==> config.mk <==
export PLATFORM = sky130hd
export DESIGN_NAME = liu_gpio_reset_seq_flat
export DESIGN_NICKNAME = d
export VERILOG_FILES = /design/src/rtl/liu_gpio_reset_pkg.sv /design/src/rtl/liu_gpio_reset_seq_if.sv /design/src/rtl/liu_gpio_sync2.sv /design/src/rtl/liu_gpio_reset_seq.sv /design/src/flat_wrapper.sv
export SDC_FILE = /design/constraint.sdc
export NUM_CORES = 1
export LEC_CHECK = 0
export BUFFER_PORTS_ARGS = -buffer_cell sky130_fd_sc_hd__buf_2
export CORE_MARGIN = 5
export CORE_UTILIZATION = 59
export DETAILED_ROUTE_END_ITERATION = 8
export PLACE_DENSITY = 0.78
export SETUP_SLACK_MARGIN = 0.05
export SLEW_MARGIN = 40
export SYNTH_ARGS = -nofsm -noshare
export SYNTH_HDL_FRONTEND = slang
export SYNTH_HIERARCHICAL = 1
export SYNTH_SLANG_ARGS = --single-unit
==> constraint.sdc <==
create_clock -name CLK -period 3.2 [get_ports CLK]
set_input_delay 0.32 -clock CLK [delete_from_list [all_inputs] [get_ports CLK]]
set_output_delay 0.32 -clock CLK [all_outputs]
set_load 0.03 [all_outputs]
==> src/rtl/liu_gpio_reset_pkg.sv <==
// Shared types and helpers for the staged GPIO reset sequencer.
//  - seq_state_e : 3-bit sequencer state encoding, also driven out on SEQ_STATE
//  - seq_out_t   : registered output bundle (reset releases plus status flags)
//  - cnt_width   : width of the shared stage counter
//  - decode_outputs : output values that belong to a given state
package liu_gpio_reset_pkg;

  localparam int unsigned StateW = 3;

  typedef enum logic [StateW-1:0] {
    StHold      = 3'd0,
    StWaitLock  = 3'd1,
    StRelFab    = 3'd2,
    StRelPeriph = 3'd3,
    StRelGpio   = 3'd4,
    StRun       = 3'd5,
    StFault     = 3'd6
  } seq_state_e;

  typedef struct packed {
    logic fab_rst_n;
    logic periph_rst_n;
    logic gpio_rst_n;
    logic seq_done;
    logic lock_fault;
  } seq_out_t;

  // One counter serves every timed state, so it is sized for the longest interval.
  function automatic int unsigned cnt_width(input int unsigned a, input int unsigned b,
                                            input int unsigned c);
    int unsigned m;
    m = a;
    if (b > m) m = b;
    if (c > m) m = c;
    return $clog2(m) + 1;
  endfunction

  // Release windows nest (GPIO inside peripheral inside fabric), which keeps the
  // ordering GPIO <= PERIPH <= FAB true in every state.
  function automatic seq_out_t decode_outputs(input seq_state_e st);
    seq_out_t o;
    o.fab_rst_n    = st inside {StRelFab, StRelPeriph, StRelGpio, StRun};
    o.periph_rst_n = st inside {StRelPeriph, StRelGpio, StRun};
    o.gpio_rst_n   = st inside {StRelGpio, StRun};
    o.seq_done     = (st == StRun);
    o.lock_fault   = (st == StFault);
    return o;
  endfunction

endpackage

==> src/rtl/liu_gpio_reset_seq_if.sv <==
// Signal bundle between the reset sequencer and its environment.
//  master : drives CCC_LOCK, DEV_RDY, SW_RST_REQ; observes resets and status
//  slave  : the sequencer side (inputs above, drives resets and status)
interface liu_gpio_reset_seq_if;

  logic                                 CCC_LOCK;
  logic                                 DEV_RDY;
  logic                                 SW_RST_REQ;
  logic                                 FAB_RESET_N;
  logic                                 PERIPH_RESET_N;
  logic                                 GPIO_RESET_N;
  logic                                 SEQ_DONE;
  logic                                 LOCK_FAULT;
  logic [liu_gpio_reset_pkg::StateW-1:0] SEQ_STATE;

  modport master (
    output CCC_LOCK, DEV_RDY, SW_RST_REQ,
    input  FAB_RESET_N, PERIPH_RESET_N, GPIO_RESET_N, SEQ_DONE, LOCK_FAULT, SEQ_STATE
  );

  modport slave (
    input  CCC_LOCK, DEV_RDY, SW_RST_REQ,
    output FAB_RESET_N, PERIPH_RESET_N, GPIO_RESET_N, SEQ_DONE, LOCK_FAULT, SEQ_STATE
  );

endinterface

==> src/rtl/liu_gpio_sync2.sv <==
// Two-flop synchronizer for a single asynchronous level.
//  clk_i  : destination clock
//  rst_ni : asynchronous active-low reset, both stages clear to 0
//  d_i    : asynchronous input
//  q_o    : synchronized output, two clk_i edges of latency
module liu_gpio_sync2 (
  input  logic clk_i,
  input  logic rst_ni,
  input  logic d_i,
  output logic q_o
);

  logic meta_q;
  logic sync_q;

  always_ff @(posedge clk_i or negedge rst_ni) begin
    if (!rst_ni) begin
      meta_q <= 1'b0;
      sync_q <= 1'b0;
    end else begin
      meta_q <= d_i;
      sync_q <= meta_q;
    end
  end

  assign q_o = sync_q;

endmodule

==> src/rtl/liu_gpio_reset_seq.sv <==
// Staged reset sequencer on the 50 MHz fabric oscillator clock.
// Holds all fabric resets after power-up, waits for a filtered CCC lock plus
// device-ready, then releases fabric core, peripherals and GPIO in order.
// Lock loss or a software request re-asserts all resets on one edge; a lock
// that never arrives parks the sequencer in FAULT.
//  CLK    : fabric clock
//  RESETN : asynchronous active-low reset
//  bus    : CCC_LOCK / DEV_RDY (async), SW_RST_REQ (1-cycle pulse) in;
//           FAB/PERIPH/GPIO_RESET_N, SEQ_DONE, LOCK_FAULT, SEQ_STATE out
module liu_gpio_reset_seq
  import liu_gpio_reset_pkg::*;
#(
  parameter int unsigned POR_HOLD_CYC     = 1024,
  parameter int unsigned LOCK_FILT_CYC    = 16,
  parameter int unsigned LOCK_TIMEOUT_CYC = 65536,
  parameter int unsigned STAGE_GAP_CYC    = 256
) (
  input logic                 CLK,
  input logic                 RESETN,
  liu_gpio_reset_seq_if.slave bus
);

  localparam int unsigned CntW  = cnt_width(POR_HOLD_CYC, LOCK_TIMEOUT_CYC, STAGE_GAP_CYC);
  localparam int unsigned FiltW = $clog2(LOCK_FILT_CYC) + 1;

  localparam logic [CntW-1:0]  HoldLast    = CntW'(POR_HOLD_CYC - 1);
  localparam logic [CntW-1:0]  TimeoutLast = CntW'(LOCK_TIMEOUT_CYC - 1);
  localparam logic [CntW-1:0]  GapLast     = CntW'(STAGE_GAP_CYC - 1);
  localparam logic [FiltW-1:0] FiltMax     = FiltW'(LOCK_FILT_CYC);

  logic lock_s;
  logic rdy_s;
  logic lock_ok;

  logic [FiltW-1:0] filt_d, filt_q;
  logic [CntW-1:0]  cnt_d, cnt_q;
  logic             armed_d, armed_q;
  seq_state_e       state_d, state_q;
  seq_out_t         out_d, out_q;

  liu_gpio_sync2 u_sync_lock (
    .clk_i  (CLK),
    .rst_ni (RESETN),
    .d_i    (bus.CCC_LOCK),
    .q_o    (lock_s)
  );

  liu_gpio_sync2 u_sync_rdy (
    .clk_i  (CLK),
    .rst_ni (RESETN),
    .d_i    (bus.DEV_RDY),
    .q_o    (rdy_s)
  );

  // Lock filter runs in every state so a lock that settled during HOLD is
  // already qualified by the time WAIT_LOCK samples it.
  always_comb begin
    filt_d = '0;
    if (lock_s) begin
      filt_d = (filt_q == FiltMax) ? filt_q : filt_q + FiltW'(1);
    end
  end

  assign lock_ok = (filt_q == FiltMax);

  // The first edge after RESETN release only arms the hold counter, so the
  // hold interval is measured from a clean, fully released edge.
  assign armed_d = 1'b1;

  always_comb begin
    state_d = state_q;
    cnt_d   = cnt_q;

    case (state_q)
      StHold: begin
        if (armed_q) begin
          if (cnt_q == HoldLast) state_d = StWaitLock;
          else                   cnt_d   = cnt_q + CntW'(1);
        end
      end
      StWaitLock: begin
        if (lock_ok && rdy_s)         state_d = StRelFab;
        else if (cnt_q == TimeoutLast) state_d = StFault;
        else                           cnt_d   = cnt_q + CntW'(1);
      end
      StRelFab: begin
        if (cnt_q == GapLast) state_d = StRelPeriph;
        else                  cnt_d   = cnt_q + CntW'(1);
      end
      StRelPeriph: begin
        if (cnt_q == GapLast) state_d = StRelGpio;
        else                  cnt_d   = cnt_q + CntW'(1);
      end
      StRelGpio: state_d = StRun;
      StRun:     state_d = StRun;
      StFault:   state_d = StFault;
      default:   state_d = StHold;
    endcase

    // Lock loss is deliberately unfiltered: one low synced sample drops every
    // released domain at once.
    if (!lock_s && (state_q inside {StRelFab, StRelPeriph, StRelGpio, StRun})) begin
      state_d = StHold;
    end

    // Software request wins over everything and restarts the hold interval
    // even when already in HOLD.
    if (bus.SW_RST_REQ) begin
      state_d = StHold;
    end

    if ((state_d != state_q) || bus.SW_RST_REQ) begin
      cnt_d = '0;
    end
  end

  // Outputs are loaded from the next-state decode so they move on the same
  // edge as the state itself.
  always_comb begin
    out_d = decode_outputs(state_d);
  end

  always_ff @(posedge CLK or negedge RESETN) begin
    if (!RESETN) begin
      state_q <= StHold;
      cnt_q   <= '0;
      filt_q  <= '0;
      armed_q <= 1'b0;
      out_q   <= '0;
    end else begin
      state_q <= state_d;
      cnt_q   <= cnt_d;
      filt_q  <= filt_d;
      armed_q <= armed_d;
      out_q   <= out_d;
    end
  end

  assign bus.FAB_RESET_N    = out_q.fab_rst_n;
  assign bus.PERIPH_RESET_N = out_q.periph_rst_n;
  assign bus.GPIO_RESET_N   = out_q.gpio_rst_n;
  assign bus.SEQ_DONE       = out_q.seq_done;
  assign bus.LOCK_FAULT     = out_q.lock_fault;
  assign bus.SEQ_STATE      = state_q;

endmodule
==> src/flat_wrapper.sv <==
// flat-port wrapper written by rule: the top's interface ports become plain ports
module liu_gpio_reset_seq_flat import liu_gpio_reset_pkg::*;
#(
  parameter int unsigned POR_HOLD_CYC     = 1024,
  parameter int unsigned LOCK_FILT_CYC    = 16,
  parameter int unsigned LOCK_TIMEOUT_CYC = 65536,
  parameter int unsigned STAGE_GAP_CYC    = 256
)
  (CLK, RESETN, bus_CCC_LOCK, bus_DEV_RDY, bus_SW_RST_REQ, bus_FAB_RESET_N, bus_PERIPH_RESET_N, bus_GPIO_RESET_N, bus_SEQ_DONE, bus_LOCK_FAULT, bus_SEQ_STATE);
  liu_gpio_reset_seq_if bus_i ();
  input logic CLK;
  input logic RESETN;
  input wire logic [$bits(bus_i.CCC_LOCK)-1:0] bus_CCC_LOCK;
  input wire logic [$bits(bus_i.DEV_RDY)-1:0] bus_DEV_RDY;
  input wire logic [$bits(bus_i.SW_RST_REQ)-1:0] bus_SW_RST_REQ;
  output wire logic [$bits(bus_i.FAB_RESET_N)-1:0] bus_FAB_RESET_N;
  output wire logic [$bits(bus_i.PERIPH_RESET_N)-1:0] bus_PERIPH_RESET_N;
  output wire logic [$bits(bus_i.GPIO_RESET_N)-1:0] bus_GPIO_RESET_N;
  output wire logic [$bits(bus_i.SEQ_DONE)-1:0] bus_SEQ_DONE;
  output wire logic [$bits(bus_i.LOCK_FAULT)-1:0] bus_LOCK_FAULT;
  output wire logic [$bits(bus_i.SEQ_STATE)-1:0] bus_SEQ_STATE;
  assign bus_i.CCC_LOCK = bus_CCC_LOCK;
  assign bus_i.DEV_RDY = bus_DEV_RDY;
  assign bus_i.SW_RST_REQ = bus_SW_RST_REQ;
  assign bus_FAB_RESET_N = bus_i.FAB_RESET_N;
  assign bus_PERIPH_RESET_N = bus_i.PERIPH_RESET_N;
  assign bus_GPIO_RESET_N = bus_i.GPIO_RESET_N;
  assign bus_SEQ_DONE = bus_i.SEQ_DONE;
  assign bus_LOCK_FAULT = bus_i.LOCK_FAULT;
  assign bus_SEQ_STATE = bus_i.SEQ_STATE;
  liu_gpio_reset_seq #(.POR_HOLD_CYC(POR_HOLD_CYC), .LOCK_FILT_CYC(LOCK_FILT_CYC), .LOCK_TIMEOUT_CYC(LOCK_TIMEOUT_CYC), .STAGE_GAP_CYC(STAGE_GAP_CYC)) u_core (.CLK(CLK), .RESETN(RESETN), .bus(bus_i));
endmodule
==> results_dict.tcl, run 1 <==
set metrics [dict create \
    required_ps 3400 \
    r2r_slack_ps 590 \
    fin_crit_sh 0.816 \
    worstHoldStart "bus_CCC_LOCK" \
    fmax_mhz 383 \
    worstPathCellList "and4_1 -> nand3_1 -> nor3_1 -> ha_1 -> a211oi_2 -> o221ai_4 -> or3_1 -> xor2_1 -> nor2_1" \
    dieArea_sq_mm 0.00439 \
    wl_per_cell_microns 13.8 \
    switchingPower_mw 0.164 \
    routed_wl_mm 3.35 \
    drv_cap 0 \
    yosysUniqueCellTypes 39 \
    syn-cell-area_sq_mm 0.00187 \
    timing.slew.headroom 0.514 \
    grt_pass1_vias 1352 \
    finalSetupTns_ps 0 \
    ys_ff_latch 35 \
    mappedNetlistNets 195 \
    drc 0 \
    gp_congestion 0.865 \
    rsz0062_at_grt "false" \
    insertion_delay_ps 330 \
    antenna_found_initial 0 \
    cts_buffers 5 \
    syn_to_final_growth_pct 7.10 \
    pwr-share-clk 0.316 \
    setup_viol 0 \
    p_sw_frac 0.224 \
    ant_nets 0 \
    r2r-start "u_core/cnt_q[7]$_DFFE_PN0P_" \
    mostFrequentLayoutCell "dfrtp_1" \
    numClockSinks 35 \
    ys_warn_count 6 \
    vias 1349 \
    grt_first_pass_wirelength_mm 5.89 \
    finish.utilization 0.656 \
    final_max_slew_viol_count 0 \
    syn_area_per_cell_sq_um 10.0 \
    hold_viol 0 \
    grt.overflow.total 0 \
    p_leak_nw 0.837 \
    grt_max_degree 36 \
    holdPathStages 1 \
    rows 20 \
    tightest_slew_ps 722 \
    p_comb_frac 0.057 \
    track_usage 0.179 \
    hold_path_end "u_core/u_sync_lock/meta_q$_DFF_PN0_" \
    most-common-layout-cells "35 x dfrtp_1, 28 x nor2_1, 17 x xnor2_1, 12 x nand2_1, 11 x buf_2" \
    yosysSeqAreaShare 0.469 \
    diodes 0 \
    die_h_microns 66.3 \
    internal-power_mw 0.568 \
    peakVddDrop_mv 0.256 \
    fp.coreArea_sq_mm 0.00305 \
    detail_route.first_pass.iterations 4 \
    r2r_cells 9 \
    io_buffers 12 \
    final_nets 207 \
    synthCells 186 \
    clk_transition_reported_paths_ps 90 \
    htreeDepth 2 \
    cp-start-kind "flip-flop" \
    cp.arrival_ps 2810 \
    cp_max_fo 18 \
    worst_r2r_endpoint "u_core/cnt_q[11]$_DFFE_PN0P_" \
    drive_gt1_frac 0.162 \
    drtIter0Drc 104 \
    cts_buffer_depth 2 \
    ios 13 \
    crit_type "reg -> reg" \
    cts_root_buf "clkbuf_4" \
    fin_worst_skew_ps 5.83 \
    cts_tree "built" \
    crit_path_max_incr_delay_ps 470 \
    critPathCaptureType "flip-flop" \
    status "complete, no violations" \
    cts_setup_buffers 0 \
    min_path_type "in -> reg" \
    chipWidth_microns 66.3 \
    powerDensity_mw_per_mm2 366 \
    post-dp-hpwl_mm 2.37 \
    power.share.sequential 0.627 \
    initial_core_util 0.612 \
    cpMaxStageDelayCell "o221ai_4" \
    fin_crit_ps 2610 \
    vias_per_cell 5.57 \
]
==> stage by stage <==
stage	hold slack [ps]	setup slack, ps	total power, mW	cell area, sq um	instances
after detailed placement	335	653	0.509	1930	234
after global routing	66.7	311	0.774	2000	242
after CTS	52.3	589	0.745	1990	241
after floorplan	24.4	949	0.493	1870	186
final	95.5	589	0.733	2000	242
after global placement	333	719	0.506	1930	234
==> layer usage <==
metal | track usage | share of wire | up-vias
li1 | - | - | 660
met1 | 0.197 | 0.42 | 657
met2 | 0.318 | 0.52 | 26
met3 | 0.0544 | 0.042 | 6
met4 | 0.0685 | 0.013 | 0
met5 | 0 | 0 | -
==> how the worst max path moves through the flow <==
stage / from / to / slack (ps)
2_1_floorplan: u_core/cnt_q[8]$_DFFE_PN0P_ / u_core/cnt_q[11]$_DFFE_PN0P_ / 950
3_3_place_gp: u_core/cnt_q[2]$_DFFE_PN0P_ / u_core/cnt_q[11]$_DFFE_PN0P_ / 720
3_5_place_dp: u_core/cnt_q[2]$_DFFE_PN0P_ / u_core/cnt_q[11]$_DFFE_PN0P_ / 650
4_1_cts: u_core/cnt_q[2]$_DFFE_PN0P_ / u_core/cnt_q[11]$_DFFE_PN0P_ / 590
5_1_grt: u_core/cnt_q[2]$_DFFE_PN0P_ / u_core/cnt_q[11]$_DFFE_PN0P_ / 310
6_report: u_core/cnt_q[7]$_DFFE_PN0P_ / u_core/cnt_q[11]$_DFFE_PN0P_ / 590
==> what timing repair did <==
item / in CTS / in global routing
endpoints found under the setup margin: 0 / 0
hold buffers: 0 / 1
hold endpoints to repair: 0 / 35
gates resized for setup: 0 / 0
==> cell type report <==
class,count,area [sq um]
clock buffer,6,51.3
clock inverter,1,5.00
fill,258,1050
inverter,8,30.0
multi-input combinational,134,905
sequential,35,876
tap,44,55.1
timing repair buffer,14,80.1
==> registers in the layout, summed over array words and instances, names as in the netlist <==
| name | cells |
|---|---|
| u_core/bus.PERIPH_RESET_N | 1 |
| u_core/u_sync_rdy/meta_q | 1 |
| u_core/u_sync_lock/meta_q | 1 |
| u_core/u_sync_lock/q_o | 1 |
| u_core/armed_q | 1 |
| u_core/bus.LOCK_FAULT | 1 |
| u_core/bus.SEQ_STATE | 3 |
| u_core/bus.SEQ_DONE | 1 |
| u_core/filt_q | 5 |
| u_core/cnt_q | 17 |
| u_core/bus.GPIO_RESET_N | 1 |
| u_core/bus.FAB_RESET_N | 1 |
| u_core/u_sync_rdy/q_o | 1 |
==> cells in the mapped netlist <==
| cell type | count | area [sq um] |
|---|---|---|
| conb_1 | 1 | 3.75 |
| xor2_1 | 3 | 26.3 |
| nor4bb_1 | 1 | 10.0 |
| nor2b_1 | 4 | 25.0 |
| a211oi_2 | 2 | 25.0 |
| and4bb_2 | 1 | 12.5 |
| a21oi_1 | 5 | 25.0 |
| nand4_1 | 2 | 12.5 |
| a31oi_1 | 2 | 12.5 |
| nor2_1 | 28 | 105 |
| and3_1 | 2 | 12.5 |
| or3_1 | 1 | 6.26 |
| o21ai_0 | 3 | 15.0 |
| nor4_2 | 2 | 25.0 |
| o21ai_1 | 1 | 5.00 |
| o221ai_4 | 1 | 26.3 |
| nand3_1 | 9 | 45.0 |
| buf_6 | 1 | 11.3 |
| nand2_1 | 12 | 45.0 |
| a211o_1 | 1 | 8.76 |
| ha_1 | 4 | 50.1 |
| buf_4 | 3 | 22.5 |
| nor3_1 | 9 | 45.0 |
| xnor2_1 | 17 | 149 |
| o22ai_1 | 1 | 6.26 |
| o21bai_4 | 1 | 18.8 |
| dfrtp_1 | 35 | 876 |
| and4_1 | 3 | 26.3 |
| buf_2 | 5 | 25.0 |
| a22oi_1 | 1 | 7.51 |
| and2_1 | 4 | 25.0 |
| inv_1 | 8 | 30.0 |
| nand4_2 | 1 | 12.5 |
| or2_2 | 1 | 6.26 |
| nor3_2 | 2 | 20.0 |
| a22oi_4 | 1 | 21.3 |
| a211oi_1 | 3 | 22.5 |
| o31ai_1 | 1 | 7.51 |
| mux2i_1 | 4 | 40.0 |
==> power by group through the flow <==
stage	sequential, mW	clock (mW)	combinational [mW]
floorplan	0.466	0	0.0264
global placement	0.467	0	0.0388
detailed placement	0.468	0	0.0409
CTS	0.460	0.244	0.0411
global route	0.462	0.264	0.0484
finish	0.460	0.231	0.0419
==> critical path: cells and delay by family (launching register included) <==
family | cells | cell delay, ps
adder cells (fa/ha/maj) | 1 | 260
XOR/XNOR | 1 | 150
AND/OR/NAND/NOR | 5 | 1080
flip-flops | 1 | 440
AO/OA/AOI/OAI | 2 | 550
==> cell families (layout without fill, tap and decap cells) <==
logic type | after synthesis | in the layout | synth area share
and+or+nand+nor | 82 | 82 | 0.232
DFF | 35 | 35 | 0.469
AOI/OAI and AO/OA | 23 | 23 | 0.108
xor gates and xnor gates | 20 | 20 | 0.0937
buffers and inverters | 17 | 29 | 0.0475
adders and majority gates | 4 | 4 | 0.0268
muxes | 4 | 4 | 0.0214
other | 1 | 1 | 0.00201
Power figures use the tool's default switching activity.
==> inputs of run 2 (changes only) <==
Clock period 3.2 ns to 2.5 ns, I/O delays scaled along.
==> run 2 against run 1 <==
  * Combinational power is 52% higher
  * First-iteration DRC count is 45% higher
  * Routed wire length is 4.6% higher
  * Critical path depth stayed put
  * Non-clock buffer count is 12 higher
  * Clock power is 83% higher
  * Design area is 6.5% higher
  * Total power is 47% higher
==> results_dict.tcl, run 2 (synthesis results as in run 1) <==
set metrics [dict create \
    final_max_slew_viol_count 0 \
    cp_max_fo 7 \
    r2r_slack_ps 180 \
    grt_pass1_vias 1366 \
    cts_root_buf "clkbuf_4" \
    worstHoldStart "bus_SW_RST_REQ" \
    chipWidth_microns 66.3 \
    hold_path_end "u_core/bus.PERIPH_RESET_N$_DFF_PN0_" \
    ant_nets 0 \
    critPathCaptureType "flip-flop" \
    htreeDepth 2 \
    drtIter0Drc 151 \
    met3_usage 0.0561 \
    final_cells 255 \
    top_register "u_core/cnt_q" \
    rsz0062_at_grt "false" \
    cp.arrival_ps 2560 \
    die_h_microns 66.3 \
    cp-start-kind "flip-flop" \
    syn_to_final_growth_pct 14.1 \
    grt_max_degree 36 \
    holdPathStages 5 \
    setup_viol 0 \
    use_met1 0.213 \
    min_path_type "in -> reg" \
    crit_type "reg -> reg" \
    post-dp-hpwl_mm 2.44 \
    vias_per_cell 5.56 \
    rows 20 \
    use_met2 0.311 \
    io_buffers 12 \
    fin_crit_ps 2320 \
    worst_r2r_endpoint "u_core/cnt_q[11]$_DFFE_PN0P_" \
    largest_reg_flops 17 \
    r2r-start "u_core/cnt_q[0]$_DFFE_PN0P_" \
    routed_wl_mm 3.50 \
    drc 0 \
    cts_buffers 5 \
    dieArea_sq_mm 0.00439 \
    finish.utilization 0.698 \
    numClockSinks 35 \
    fmax_mhz 430 \
    insertion_delay_ps 340 \
    fin_worst_skew_ps 12.9 \
    diodes 0 \
    drive_gt1_frac 0.209 \
    drv_cap 0 \
    required_ps 2740 \
    ios 13 \
    grt_first_pass_wirelength_mm 6.00 \
    track_usage 0.182 \
    grt.overflow.total 0 \
    powerDensity_mw_per_mm2 504 \
    most-common-layout-cells "34 x dfrtp_1, 28 x nor2_1, 17 x xnor2_1, 12 x nand2_1" \
    dp_cells 240 \
    initial_core_util 0.612 \
    fp.coreArea_sq_mm 0.00305 \
    finalPower_mw 1.07 \
    cts_tree "built" \
    p_leak_nw 0.909 \
    final_nets 219 \
    cts_buffer_depth 2 \
    finalSetupTns_ps 0 \
    status "complete, no violations" \
    detail_route.first_pass.iterations 6 \
    clk_transition_reported_paths_ps 110 \
    holdWs_ps 294 \
    r2r_cells 9 \
    grt-busiest-layer "met2" \
    vias 1417 \
    gp_congestion 0.941 \
    fin_crit_sh 0.929 \
    peakVddDrop_mv 0.370 \
    wl_per_cell_microns 13.7 \
    antenna_found_initial 0 \
    nFillCells 242 \
    hold_viol 0 \
    mostFrequentLayoutCell "dfrtp_1" \
]
-- run 2: power breakdown --
part           total [mW]  internal, mW  switching, mW
logic              0.0635        0.0289         0.0346
registers           0.588         0.577         0.0114
clock network       0.423         0.236          0.187
total                1.07         0.842          0.233
-- run 2: how the worst max path moves through the flow --
| stage | cells after the start | startpoint | endpoint | slack, ps |
|---|---|---|---|---|
| finish | 9 | u_core/cnt_q[0]$_DFFE_PN0P_ | u_core/cnt_q[11]$_DFFE_PN0P_ | 180 |
| global route | 10 | u_core/cnt_q[8]$_DFFE_PN0P_ | u_core/cnt_q[12]$_DFFE_PN0P_ | 50 |
| CTS | 10 | u_core/cnt_q[6]$_DFFE_PN0P_ | u_core/cnt_q[14]$_DFFE_PN0P_ | 140 |
| detailed placement | 10 | u_core/cnt_q[8]$_DFFE_PN0P_ | u_core/cnt_q[5]$_DFFE_PN0P_ | 170 |
| global placement | 10 | u_core/cnt_q[0]$_DFFE_PN0P_ | u_core/cnt_q[5]$_DFFE_PN0P_ | 230 |
| floorplan | 10 | u_core/cnt_q[8]$_DFFE_PN0P_ | u_core/cnt_q[11]$_DFFE_PN0P_ | 250 |
-- run 2: area by class of cell --
type	count	area [sq um]	share of cell area
multi-input cells	134	905	0.424
flip-flops and latches	35	877	0.411
repair buffers	26	179	0.0839
well taps	44	55.1	0.0258
clock buffers	6	51.3	0.0241
clock inverters	2	35.0	0.0164
inverters	8	30.0	0.0141
-- run 2: per-layer routing --
layer | share of wire | vias up
met4 | 0.017 | 0
met3 | 0.047 | 7
met2 | 0.49 | 39
li1 | - | 680
met1 | 0.44 | 691
met5 | 0 | -
-- run 2: worst max-delay path, stage by stage, from the launching register on --
cell and delay [ps]:
dfrtp_1 430, ha_1 240, nand3_1 170, nor3_1 90, ha_1 220, a211oi_2 280, o221ai_4 180, or3_1 420
xor2_1 150, nor2_1 50
-- run 2: through the flow --
step	cell area, sq um	worst slack, ps
final	2130	176
after floorplan	1870	249
after detailed placement	1980	169
after global placement	1980	235
after global routing	2130	47.9
after CTS	2090	140
-- run 2: repair_timing --
item,CTS,global route
hold buffers,3,0
endpoints found under the setup margin,0,17
hold endpoints to repair,37,0
setup buffers,0,4
gates resized for setup,0,2
==> inputs of run 3 (changes only) <==
Settings changed: PLACE_DENSITY 0.78 to not set, PLACE_DENSITY_LB_ADDON set to 0.05.
==> run 3 against run 2 <==
  * Total power is 1.8% lower
  * Critical path depth increased by 1
  * Flip-flop and latch count unchanged
  * Via count is 4.0% lower
==> results_dict.tcl, run 3 (synthesis results as in run 1) <==
set metrics [dict create \
    status "complete, no violations" \
    drtIter0Drc 72 \
    finalPower_mw 1.06 \
    power.share.sequential 0.557 \
    detail_route.first_pass.iterations 4 \
    fp.coreArea_sq_mm 0.00305 \
    cp.arrival_ps 2510 \
    vias 1360 \
    switchingPower_mw 0.238 \
    post-dp-hpwl_mm 2.47 \
    final_max_slew_viol_count 0 \
    cts_tree "built" \
    io_buffers 12 \
    die_h_microns 66.3 \
    met3_usage 0.0374 \
    htreeDepth 2 \
    vias_per_cell 5.31 \
    p_leak_nw 0.925 \
    setup_viol 0 \
    cts_root_buf "clkbuf_4" \
    drive_gt1_frac 0.217 \
    fin_crit_sh 0.906 \
    antenna_found_initial 0 \
    dieArea_sq_mm 0.00439 \
    min_path_type "in -> reg" \
    hold_viol 0 \
    insertion_delay_ps 340 \
    p_comb_frac 0.062 \
    clk_transition_reported_paths_ps 120 \
    most-common-layout-cells "35 x dfrtp_1, 28 x nor2_1, 17 x xnor2_1, 12 x buf_4, 12 x nand2_1" \
    nFillCells 251 \
    track_usage 0.182 \
    grt.overflow.total 0 \
    peakVddDrop_mv 0.387 \
    p_sw_frac 0.226 \
    fmax_mhz 441 \
    use_met2 0.323 \
    gp_congestion 0.925 \
    grt_first_pass_wirelength_mm 6.16 \
    rows 20 \
    largest_reg_flops 17 \
    cp-start-kind "flip-flop" \
    use_met1 0.209 \
    rsz0062_at_grt "false" \
    grt_pass1_vias 1438 \
    wl_per_cell_microns 13.8 \
    pwr-share-clk 0.381 \
    fin_worst_skew_ps 15.6 \
    critPathCaptureType "flip-flop" \
    routed_wl_mm 3.52 \
    cts_buffer_depth 2 \
    grt-busiest-layer "met2" \
    fin_crit_ps 2270 \
    crit_type "reg -> reg" \
    internal-power_mw 0.817 \
    numClockSinks 35 \
    required_ps 2740 \
    ios 13 \
    chipWidth_microns 66.3 \
    initial_core_util 0.612 \
    final_nets 220 \
    grt_max_degree 36 \
    cp_max_fo 7 \
    diodes 0 \
    powerDensity_mw_per_mm2 488 \
    drc 0 \
    ant_nets 0 \
    mostFrequentLayoutCell "dfrtp_1" \
    cts_buffers 5 \
    syn_to_final_growth_pct 15.6 \
    drv_cap 0 \
    top_register "u_core/cnt_q" \
    finalSetupTns_ps 0 \
]
run 3: layout make-up:
type                    count  area, sq um  area share
repair buffers             27          195      0.0903
flip-flops and latches     35          876       0.405
well taps                  44         55.1      0.0255
inverters                   8         30.0      0.0139
multi-input cells         134          923       0.427
clock buffers               5         37.5      0.0174
clock inverters             3         43.8      0.0203
run 3: timing repair:
| item | in CTS | in global routing |
|---|---|---|
| resized for setup | 0 | 3 |
| hold buffers | 3 | 0 |
| buffers inserted | 0 | 4 |
| endpoints found under the setup margin | 0 | 20 |
| hold endpoints to repair | 37 | 0 |
run 3: critical path, cell delays in order, from the launching register on:
cell	delay [ps]
dfrtp_1	440
and3_1	230
nand3_2	120
nor3_1	70
ha_1	210
a211oi_2	230
o221ai_4	170
buf_4	190
nor4_4	300
xnor2_1	160
nor2_1	50
run 3: power by group through the flow:
| stage | Sequential, mW | Clock [mW] | Combinational [mW] |
|---|---|---|---|
| floorplan | 0.597 | 0 | 0.0338 |
| global placement | 0.599 | 0 | 0.0545 |
| detailed placement | 0.599 | 0 | 0.0575 |
| CTS | 0.588 | 0.418 | 0.0611 |
| global route | 0.590 | 0.450 | 0.0753 |
| finish | 0.588 | 0.402 | 0.0657 |
run 3: routing by layer:
layer / vias up / part of all wire
li1: 684 / -
met1: 649 / 0.46
met2: 25 / 0.50
met3: 2 / 0.034
met4: 0 / 0.0060
met5: - / 0
run 3: path summary, 6_finish.rpt:
path / start / end / slack [ps] / depth (start not counted)
max reg2reg: u_core/cnt_q[10]$_DFFE_PN0P_ / u_core/cnt_q[15]$_DFFE_PN0P_ / 230 / 10
min reg2reg: u_core/u_sync_rdy/meta_q$_DFF_PN0_ / u_core/u_sync_rdy/q_o$_DFF_PN0_ / 360 / 0
max: u_core/cnt_q[10]$_DFFE_PN0P_ / u_core/cnt_q[15]$_DFFE_PN0P_ / 230 / 10
max in group asynchronous: RESETN / u_core/cnt_q[6]$_DFFE_PN0P_ / 1790 / 2
min in group asynchronous: RESETN / u_core/filt_q[4]$_DFFE_PN0P_ / 390 / 2
min: bus_SW_RST_REQ / u_core/bus.PERIPH_RESET_N$_DFF_PN0_ / 310 / 5
run 3: stage by stage:
stage | hold slack (ps) | std cells | worst slack, ps | instance area [sq um] | utilization
2_1_floorplan | -45.6 | 186 | 249 | 1870 | -
3_3_place_gp | 334 | 241 | 212 | 1990 | 0.650
3_5_place_dp | 337 | 241 | 90.8 | 1990 | 0.650
4_1_cts | 295 | 252 | 91.0 | 2100 | 0.687
5_1_grt | 345 | 256 | 54.5 | 2160 | 0.708
6_report | 315 | 256 | 235 | 2160 | 0.708
